## config.mk

```make
export PLATFORM = sky130hd
export DESIGN_NAME = mem_arbiter_flat
export DESIGN_NICKNAME = d
export VERILOG_FILES = /design/src/rtl/mem_arbiter_if.sv /design/src/rtl/mem_arbiter.sv /design/src/flat_wrapper.sv
export SDC_FILE = /design/constraint.sdc
export NUM_CORES = 1
export LEC_CHECK = 0
export CORE_AREA = 5 5 104 106
export DETAILED_ROUTE_END_ITERATION = 8
export DIE_AREA = 0 0 109 111
export SETUP_SLACK_MARGIN = 0.3
export SYNTH_ARGS = -nofsm -noshare
export SYNTH_HDL_FRONTEND = slang
export SYNTH_SLANG_ARGS = --single-unit
```

## constraint.sdc

```tcl
create_clock -name clk -period 2.4 [get_ports clk]
set_input_delay 0.72 -clock clk [delete_from_list [all_inputs] [get_ports clk]]
set_output_delay 0.72 -clock clk [all_outputs]
set_load 0.05 [all_outputs]
```

## src/rtl/mem_arbiter_if.sv

```systemverilog
// Bus bundle between the fetch port, the load/store port, the shared memory
// and the arbiter. The arbiter uses the slave view; the requesters and the
// memory model sit on the master view.
interface mem_arbiter_if;
    // Instruction-fetch port
    logic        i_req;
    logic [31:0] i_addr;
    logic        i_gnt;
    logic        i_rvalid;
    logic [31:0] i_rdata;
    logic        i_err;

    // Load/store port
    logic        d_req;
    logic        d_we;
    logic [3:0]  d_be;
    logic [31:0] d_addr;
    logic [31:0] d_wdata;
    logic        d_gnt;
    logic        d_rvalid;
    logic [31:0] d_rdata;
    logic        d_err;

    // Shared synchronous-read memory
    logic [31:0] mem_addr;
    logic        mem_we;
    logic [3:0]  mem_be;
    logic [31:0] mem_wdata;
    logic [31:0] mem_rdata;

    modport master (
        output i_req, i_addr,
        input  i_gnt, i_rvalid, i_rdata, i_err,
        output d_req, d_we, d_be, d_addr, d_wdata,
        input  d_gnt, d_rvalid, d_rdata, d_err,
        input  mem_addr, mem_we, mem_be, mem_wdata,
        output mem_rdata
    );

    modport slave (
        input  i_req, i_addr,
        output i_gnt, i_rvalid, i_rdata, i_err,
        input  d_req, d_we, d_be, d_addr, d_wdata,
        output d_gnt, d_rvalid, d_rdata, d_err,
        output mem_addr, mem_we, mem_be, mem_wdata,
        input  mem_rdata
    );
endinterface

```

## src/rtl/mem_arbiter.sv

```systemverilog
// Two-port arbiter in front of one synchronous-read memory. D normally wins,
// but after MAX_D_STREAK consecutive D grants with a fetch waiting, the fetch
// is forced through. Responses come back one cycle after the grant, routed by
// a small owner register; out-of-range accesses are granted but never touch
// memory and answer with err=1, rdata=0.
module mem_arbiter #(
    parameter int unsigned MEM_BYTES    = 16384,
    parameter int unsigned MAX_D_STREAK = 4
) (
    input  logic         clk,
    input  logic         rst_n,
    mem_arbiter_if.slave bus
);

    localparam int unsigned STREAK_W = $clog2(MAX_D_STREAK + 1);
    localparam logic [STREAK_W-1:0] STREAK_MAX = STREAK_W'(MAX_D_STREAK);

    typedef enum logic [1:0] {
        OWN_NONE = 2'd0,
        OWN_I    = 2'd1,
        OWN_D    = 2'd2
    } owner_e;

    owner_e              owner_q, owner_d;
    logic                err_q, err_d;
    logic                we_q, we_d;
    logic [STREAK_W-1:0] streak_q, streak_d;

    logic i_gnt;
    logic d_gnt;
    logic i_oob;
    logic d_oob;

    assign i_oob = (bus.i_addr >= 32'(MEM_BYTES));
    assign d_oob = (bus.d_addr >= 32'(MEM_BYTES));

    // Pick at most one winner; D wins contention until the streak limit is hit.
    always_comb begin
        i_gnt = 1'b0;
        d_gnt = 1'b0;
        if (rst_n) begin
            if (bus.d_req && (!bus.i_req || (streak_q != STREAK_MAX))) begin
                d_gnt = 1'b1;
            end else if (bus.i_req) begin
                i_gnt = 1'b1;
            end
        end
    end

    // Count D wins while a fetch is waiting; any fetch grant or idle fetch resets it.
    always_comb begin
        streak_d = streak_q;
        if (!bus.i_req || i_gnt) begin
            streak_d = '0;
        end else if (d_gnt && (streak_q != STREAK_MAX)) begin
            streak_d = streak_q + 1'b1;
        end
    end

    // Steer the winner onto the memory bus; idle cycles present the fetch address.
    always_comb begin
        bus.mem_addr  = bus.i_addr & ~32'h3;
        bus.mem_we    = 1'b0;
        bus.mem_be    = 4'hF;
        bus.mem_wdata = '0;
        if (d_gnt) begin
            bus.mem_addr  = bus.d_addr & ~32'h3;
            bus.mem_we    = bus.d_we && !d_oob;
            bus.mem_be    = bus.d_be;
            bus.mem_wdata = bus.d_wdata;
        end
    end

    // Remember who was granted so next cycle's memory data goes back to them.
    always_comb begin
        owner_d = OWN_NONE;
        err_d   = 1'b0;
        we_d    = 1'b0;
        if (d_gnt) begin
            owner_d = OWN_D;
            err_d   = d_oob;
            we_d    = bus.d_we;
        end else if (i_gnt) begin
            owner_d = OWN_I;
            err_d   = i_oob;
        end
    end

    // State registers with synchronous active-low reset.
    always_ff @(posedge clk) begin
        if (!rst_n) begin
            owner_q  <= OWN_NONE;
            err_q    <= 1'b0;
            we_q     <= 1'b0;
            streak_q <= '0;
        end else begin
            owner_q  <= owner_d;
            err_q    <= err_d;
            we_q     <= we_d;
            streak_q <= streak_d;
        end
    end

    assign bus.i_gnt = i_gnt;
    assign bus.d_gnt = d_gnt;

    // Responses are qualified by rst_n so a grant just before reset is dropped.
    assign bus.i_rvalid = rst_n && (owner_q == OWN_I);
    assign bus.d_rvalid = rst_n && (owner_q == OWN_D);
    assign bus.i_err    = bus.i_rvalid && err_q;
    assign bus.d_err    = bus.d_rvalid && err_q;
    assign bus.i_rdata  = (bus.i_rvalid && !err_q) ? bus.mem_rdata : 32'h0;
    assign bus.d_rdata  = (bus.d_rvalid && !err_q && !we_q) ? bus.mem_rdata : 32'h0;

endmodule
```

## src/flat_wrapper.sv

```systemverilog
// flat-port wrapper written by rule: the top's interface ports become plain ports
module mem_arbiter_flat 
#(
    parameter int unsigned MEM_BYTES    = 16384,
    parameter int unsigned MAX_D_STREAK = 4
)
  (clk, rst_n, bus_i_req, bus_i_addr, bus_i_gnt, bus_i_rvalid, bus_i_rdata, bus_i_err, bus_d_req, bus_d_we, bus_d_be, bus_d_addr, bus_d_wdata, bus_d_gnt, bus_d_rvalid, bus_d_rdata, bus_d_err, bus_mem_addr, bus_mem_we, bus_mem_be, bus_mem_wdata, bus_mem_rdata);
  mem_arbiter_if bus_i ();
  input  logic clk;
  input  logic rst_n;
  input wire logic [$bits(bus_i.i_req)-1:0] bus_i_req;
  input wire logic [$bits(bus_i.i_addr)-1:0] bus_i_addr;
  output wire logic [$bits(bus_i.i_gnt)-1:0] bus_i_gnt;
  output wire logic [$bits(bus_i.i_rvalid)-1:0] bus_i_rvalid;
  output wire logic [$bits(bus_i.i_rdata)-1:0] bus_i_rdata;
  output wire logic [$bits(bus_i.i_err)-1:0] bus_i_err;
  input wire logic [$bits(bus_i.d_req)-1:0] bus_d_req;
  input wire logic [$bits(bus_i.d_we)-1:0] bus_d_we;
  input wire logic [$bits(bus_i.d_be)-1:0] bus_d_be;
  input wire logic [$bits(bus_i.d_addr)-1:0] bus_d_addr;
  input wire logic [$bits(bus_i.d_wdata)-1:0] bus_d_wdata;
  output wire logic [$bits(bus_i.d_gnt)-1:0] bus_d_gnt;
  output wire logic [$bits(bus_i.d_rvalid)-1:0] bus_d_rvalid;
  output wire logic [$bits(bus_i.d_rdata)-1:0] bus_d_rdata;
  output wire logic [$bits(bus_i.d_err)-1:0] bus_d_err;
  output wire logic [$bits(bus_i.mem_addr)-1:0] bus_mem_addr;
  output wire logic [$bits(bus_i.mem_we)-1:0] bus_mem_we;
  output wire logic [$bits(bus_i.mem_be)-1:0] bus_mem_be;
  output wire logic [$bits(bus_i.mem_wdata)-1:0] bus_mem_wdata;
  input wire logic [$bits(bus_i.mem_rdata)-1:0] bus_mem_rdata;
  assign bus_i.i_req = bus_i_req;
  assign bus_i.i_addr = bus_i_addr;
  assign bus_i_gnt = bus_i.i_gnt;
  assign bus_i_rvalid = bus_i.i_rvalid;
  assign bus_i_rdata = bus_i.i_rdata;
  assign bus_i_err = bus_i.i_err;
  assign bus_i.d_req = bus_d_req;
  assign bus_i.d_we = bus_d_we;
  assign bus_i.d_be = bus_d_be;
  assign bus_i.d_addr = bus_d_addr;
  assign bus_i.d_wdata = bus_d_wdata;
  assign bus_d_gnt = bus_i.d_gnt;
  assign bus_d_rvalid = bus_i.d_rvalid;
  assign bus_d_rdata = bus_i.d_rdata;
  assign bus_d_err = bus_i.d_err;
  assign bus_mem_addr = bus_i.mem_addr;
  assign bus_mem_we = bus_i.mem_we;
  assign bus_mem_be = bus_i.mem_be;
  assign bus_mem_wdata = bus_i.mem_wdata;
  assign bus_i.mem_rdata = bus_mem_rdata;
  mem_arbiter #(.MEM_BYTES(MEM_BYTES), .MAX_D_STREAK(MAX_D_STREAK)) u_core (.clk(clk), .rst_n(rst_n), .bus(bus_i));
endmodule
```

==> Word-level counts from Yosys, hierarchy flattened <==
Index checks and enable logic that the tools add are counted.
{ "classes": {"n_reduce_logical": 19, "bitwise_logic": 1, "magnitude_cmp": 2, "mux": 15, "n_addsub": 1, "eq_ne": 3} }
{ "ops": {"columns": ["operator", "count"], "rows": [
  ["two-way mux 32 bit", 4],
  [">= comparator 32 x 15 -> 1 bit, second input constant", 2],
  ["logical AND 1 bit", 10],
  ["two-way mux 1 bit", 9],
  ["zero test 1 bit", 4],
  ["two-way mux 4 bit", 1],
  ["OR reduction 2 bit", 2],
  ["adder 3 x 1 -> 3 bit, second input constant", 1],
  ["inequality test 3 bit, second input constant", 1],
  ["== test 2 x 1 -> 1 bit, second input constant", 1],
  ["== test 2 bit, second input constant", 1],
  ["logical OR 1 bit", 2],
  ["two-way mux 2 bit", 1],
  ["AND reduction 2 bit", 1],
  ["inverter 1 bit", 1]
]} }
{ "totals": {"input_bits": 137, "out_inout_bits": 139, "wordCells": 46, "reg_bits": 7} }

==> Depth between registers and ports, before layout <==
{ "depth": {"word_depth": 7, "depth_mapped": 6, "mapped_depth_nobuf": 6} }

==> Least setup slack after synthesis <==
OpenSTA, ideal clock, no wires.
{ "synth_path": {"path_type": "in2out", "from": "input port rst_n", "to": "output port bus_i_rdata[0]", "path_buffers": 1, "arrival_ps": 2094, "stages": 4, "slack_ps": -414, "cell_sequence": "and3b_1 and2b_1 clkbuf_1 and2_1"} }
{ "synth_between": {"elab_chain_len": 3} }
{ "synth_rtl": {"columns": ["item", "line_no", "source"], "rows": [
  ["start, declared", "flat_wrapper.sv:10", "input logic rst_n;"],
  ["logical AND 1 bit", "mem_arbiter.sv:108", "assign bus.i_rvalid = rst_n && (owner_q == OWN_I);"],
  ["logical AND 1 bit", "mem_arbiter.sv:112", "assign bus.i_rdata = (bus.i_rvalid && !err_q) ? bus.mem_rdata : 32'h0;"],
  ["two-way mux 32 bit", "mem_arbiter.sv:112", null],
  ["end, declared", "flat_wrapper.sv:15", "output wire logic [$bits(bus_i.i_rdata)-1:0] bus_i_rdata;"]
]} }
Every way passes these cells.

==> Final worst setup path <==
{ "layout_path": {"from": "input port bus_d_req", "to": "output port bus_mem_addr[15]"} }
{ "layout_between": {"elab_chain_len": 4} }
{ "layout_rtl": {"columns": ["item", "line_no", "source"], "rows": [
  ["start, declared", "flat_wrapper.sv:17", "input wire logic [$bits(bus_i.d_req)-1:0] bus_d_req;"],
  ["logical AND 1 bit", "mem_arbiter.sv:42", "if (bus.d_req && (!bus.i_req || (streak_q != STREAK_MAX))) begin"],
  ["two-way mux 1 bit", "mem_arbiter.sv:42", null],
  ["two-way mux 1 bit", "mem_arbiter.sv:41", "if (rst_n) begin"],
  ["two-way mux 32 bit", "mem_arbiter.sv:66", "if (d_gnt) begin"],
  ["end, declared", "flat_wrapper.sv:26", "output wire logic [$bits(bus_i.mem_addr)-1:0] bus_mem_addr;"]
]} }
Every way passes these cells.

==> metrics.txt <==
dominant combinational cell family by area after synthesis=simple AND/OR/NAND/NOR gates; maxcap violations=0; Die X-Extent=109 um; Layout Skew=0.00189 ns; period utilization=113%; first-pass GRT wire length=17000 um; sequential element share of the synthesized area=9.37%; number of global-route vias before repair=2945; count of inserted antenna diode cells=0; Hold Path Class=reg -> reg; placeable core region=9680 um2; die height=111 um; half-perimeter wire length of the detailed placement result=9660 um; number of standard cells in the layout, taps in and fillers out=641; failing checks=setup timing; Yosys top cell by area=and2_1; hold endpoint=u_core.streak_q[0]; arrival time of data at the critical path endpoint=1.99 ns; reg2reg path depth=10; register-to-register setup slack=0.74 ns; result of the run=complete, but fails checks; total global routing overflow=0; Net count, final=648; CTS tree=yes; maximum count of clock buffers along a single path=2; FILL cells=705; WP data required=1.68 ns; cells after synthesis=195; area after detailed placement=5890 um2; leakage component of the power=2.86 nW; mean cell area of the mapped netlist=7.67 um2; FMAX=370 MHz; global routing usage summed across all routing layers=18.2%; final count of pins violating max slew=0; cts-stage hold buffer count=0; PD cells=220 nW/um2; Slowest cell on crit path=mux2_4; wire length reported by the detailed router=11900 um; via total after detailed routing=2685; unrepaired setup endpoints after global routing=true; routability cong.=0.873; DRC violations left=0; Worst Hold Path Cells=2; post-synthesis instance area=1500 um2; initial cell density of the core=15.4%; total die area=12100 um2; category of the most critical setup path=in -> out; buffers plus inverters on the worst setup path=6; dominant cells by area after synthesis=and2_1 43%, mux2_2 23%, dfxtp_1 9.4%; worst setup slack after layout=-0.305 ns; count of distinct cell types in the synthesized netlist=27; terminus of the critical flop-to-flop path=u_core.err_q; xor/xnor cell area share of the yosys netlist=0%; Final Critical Period=2.71 ns; number of cell rows=36; number of register bits inferred by synthesis=7; highest-count cells in the layout ignoring fill and taps=113 x clkdlybuf4s50_1, 113 x buf_12, 98 x and2_4, 38 x buf_6, 30 x mux2_4; detailed-routing iteration count for the pre-antenna-repair pass=4; post-route cell area=6680 um2; type of element launching the critical path=input pin; Hold Path Origin=u_core.streak_q[0]; fraction of post-synthesis cell area in the top cell type by area=42.7%; antenna viol nets, final=0; count of input and output buffers=269; number of warning messages in the yosys log=0; multiplexer area fraction after synthesis=23.3%; peak supply drop=337 uV; share of synthesized cell area in and, or, nand and nor gates=54.6%; dpl ws=-0.731 ns; Layout area overhead=347%; critical path capture point type=output pin; largest net degree at the start of global routing=33; number of design-rule violations left by the first detailed-router iteration=23; initial antenna violation count=0; delay of the slowest cell on the worst path=0.31 ns; Clock Pin Slew Worst Setup and Hold Paths=0.04 ns; cell at the root of the clock tree=clkbuf_8; clock latency at the later pin of the worst-skew pair=0.22 ns; CTS Buf Count=3; critical path, cell by cell=buf_8 > nand2_8 > a31oi_4 > buf_12 > buf_6 > buf_6 > buf_16 > mux2_4 > buf_8; startpoint of the worst register-to-register path=u_core.streak_q[1]; cell family with most CP delay=buffers and inverters; average wire per cell in the routed design=18.6 um; Placed Cells incl. Taps=608; Avg Vias per Cell=4.19; Fin. Hold Viols=0; CTS H-Tree Depth=1; compound-cell area share of the yosys netlist=3.51%; fraction of final layout cells with drive strength greater than 1=70.3%; IO Count=276; critical path peak fanout=5; adder-cell area share of the yosys netlist=1.67%; clock sink count=7; Final Setup Violations=132
[layout make-up]
| class | count | area [um2] | share of cell area [%] |
|---|---|---|---|
| multi-input cells | 171 | 1760 | 26.4 |
| well taps | 133 | 166 | 2.49 |
| flip-flops and latches | 7 | 141 | 2.12 |
| clock buffers | 4 | 45.0 | 0.674 |
| inverters | 3 | 11.3 | 0.168 |
| repair buffers | 323 | 4560 | 68.2 |
[tightest hold or removal path, delay by kind of cell, from the launching register on]
family                 cells  cell delay, ns
DFF                        1            0.32
and+or+nand+nor            1            0.11
buffers and inverters      1            0.07
[sequential cells by signal (all words and copies together) (netlist names)]
signal / cells
u_core.we_q: 1
u_core.streak_q: 3
u_core.owner_q: 2
u_core.err_q: 1
[how the worst max path moves through the flow]
stage	from	to	slack (ns)	depth (start not counted)
after floorplan	bus_d_addr[28]	bus_mem_we	-0.05	3
after global placement	bus_d_req	bus_mem_addr[7]	-0.71	6
after detailed placement	rst_n	bus_i_rdata[14]	-0.73	7
after CTS	bus_d_req	bus_mem_wdata[8]	-0.30	11
after global routing	bus_d_req	bus_mem_wdata[5]	-0.35	11
final	bus_d_req	bus_mem_addr[15]	-0.31	9
[synth_stat cells]
cell,instances
conb_1,1
buf_6,3
nor4_1,6
inv_1,3
o21ai_0,2
clkbuf_1,6
nor4_4,1
nand2_1,4
nand2b_1,4
buf_2,1
ha_1,2
and2b_1,1
nand4_1,1
nand3_1,2
a21oi_1,3
and2_1,102
nor4_2,1
and3b_1,1
a31oi_4,1
dfxtp_1,7
mux2i_1,1
a31oi_1,1
or4_1,1
mux2_2,30
buf_4,5
or4_4,1
nor2_1,4
[power by group]
group,switching [mW],total [mW],internal [mW],leakage [nW]
clock,0.0441,0.158,0.114,0.0228
combinational,0.540,1.18,0.645,2.78
sequential,0.00585,0.127,0.122,0.0579
[cells by family (layout without fill, tap and decap cells)]
| group | count (synthesis) | in the layout |
|---|---|---|
| multiplexers | 31 | 31 |
| other | 1 | 2 |
| flip-flops | 7 | 7 |
| AND/OR/NAND/NOR | 129 | 129 |
| buffers and inverters | 18 | 330 |
| adder cells (fa/ha/maj) | 2 | 2 |
| AO/OA/AOI/OAI | 7 | 7 |
[stage by stage]
stage          utilization (%)  setup TNS, ns  hold WS, ns  power [mW]
2_1_floorplan                -          -1.06        0.479       0.639
4_1_cts                   67.8         -25.18        0.528        1.46
6_report                  69.0         -25.88        0.528        1.47
5_1_grt                   69.0         -30.60        0.562        1.53
3_3_place_gp              60.8         -84.31        0.492        1.17
3_5_place_dp              60.8         -88.89        0.520        1.18
[routing by layer]
layer / track usage (%) / part of all wire, % / vias to the layer above
li1: - / - / 1269
met1: 16.1 / 30 / 1239
met2: 37.2 / 56 / 163
met3: 7.22 / 12 / 14
met4: 3.28 / 1.5 / 0
met5: 0 / 0 / -
[timing repair]
item / in CTS / in global routing
buffers inserted: 17 / 2
pin swaps: 10 / 5
resized for setup: 128 / 11
setup endpoints to repair: 137 / 138
gates cloned: 7 / 3
Power figures use the tool's default switching activity.
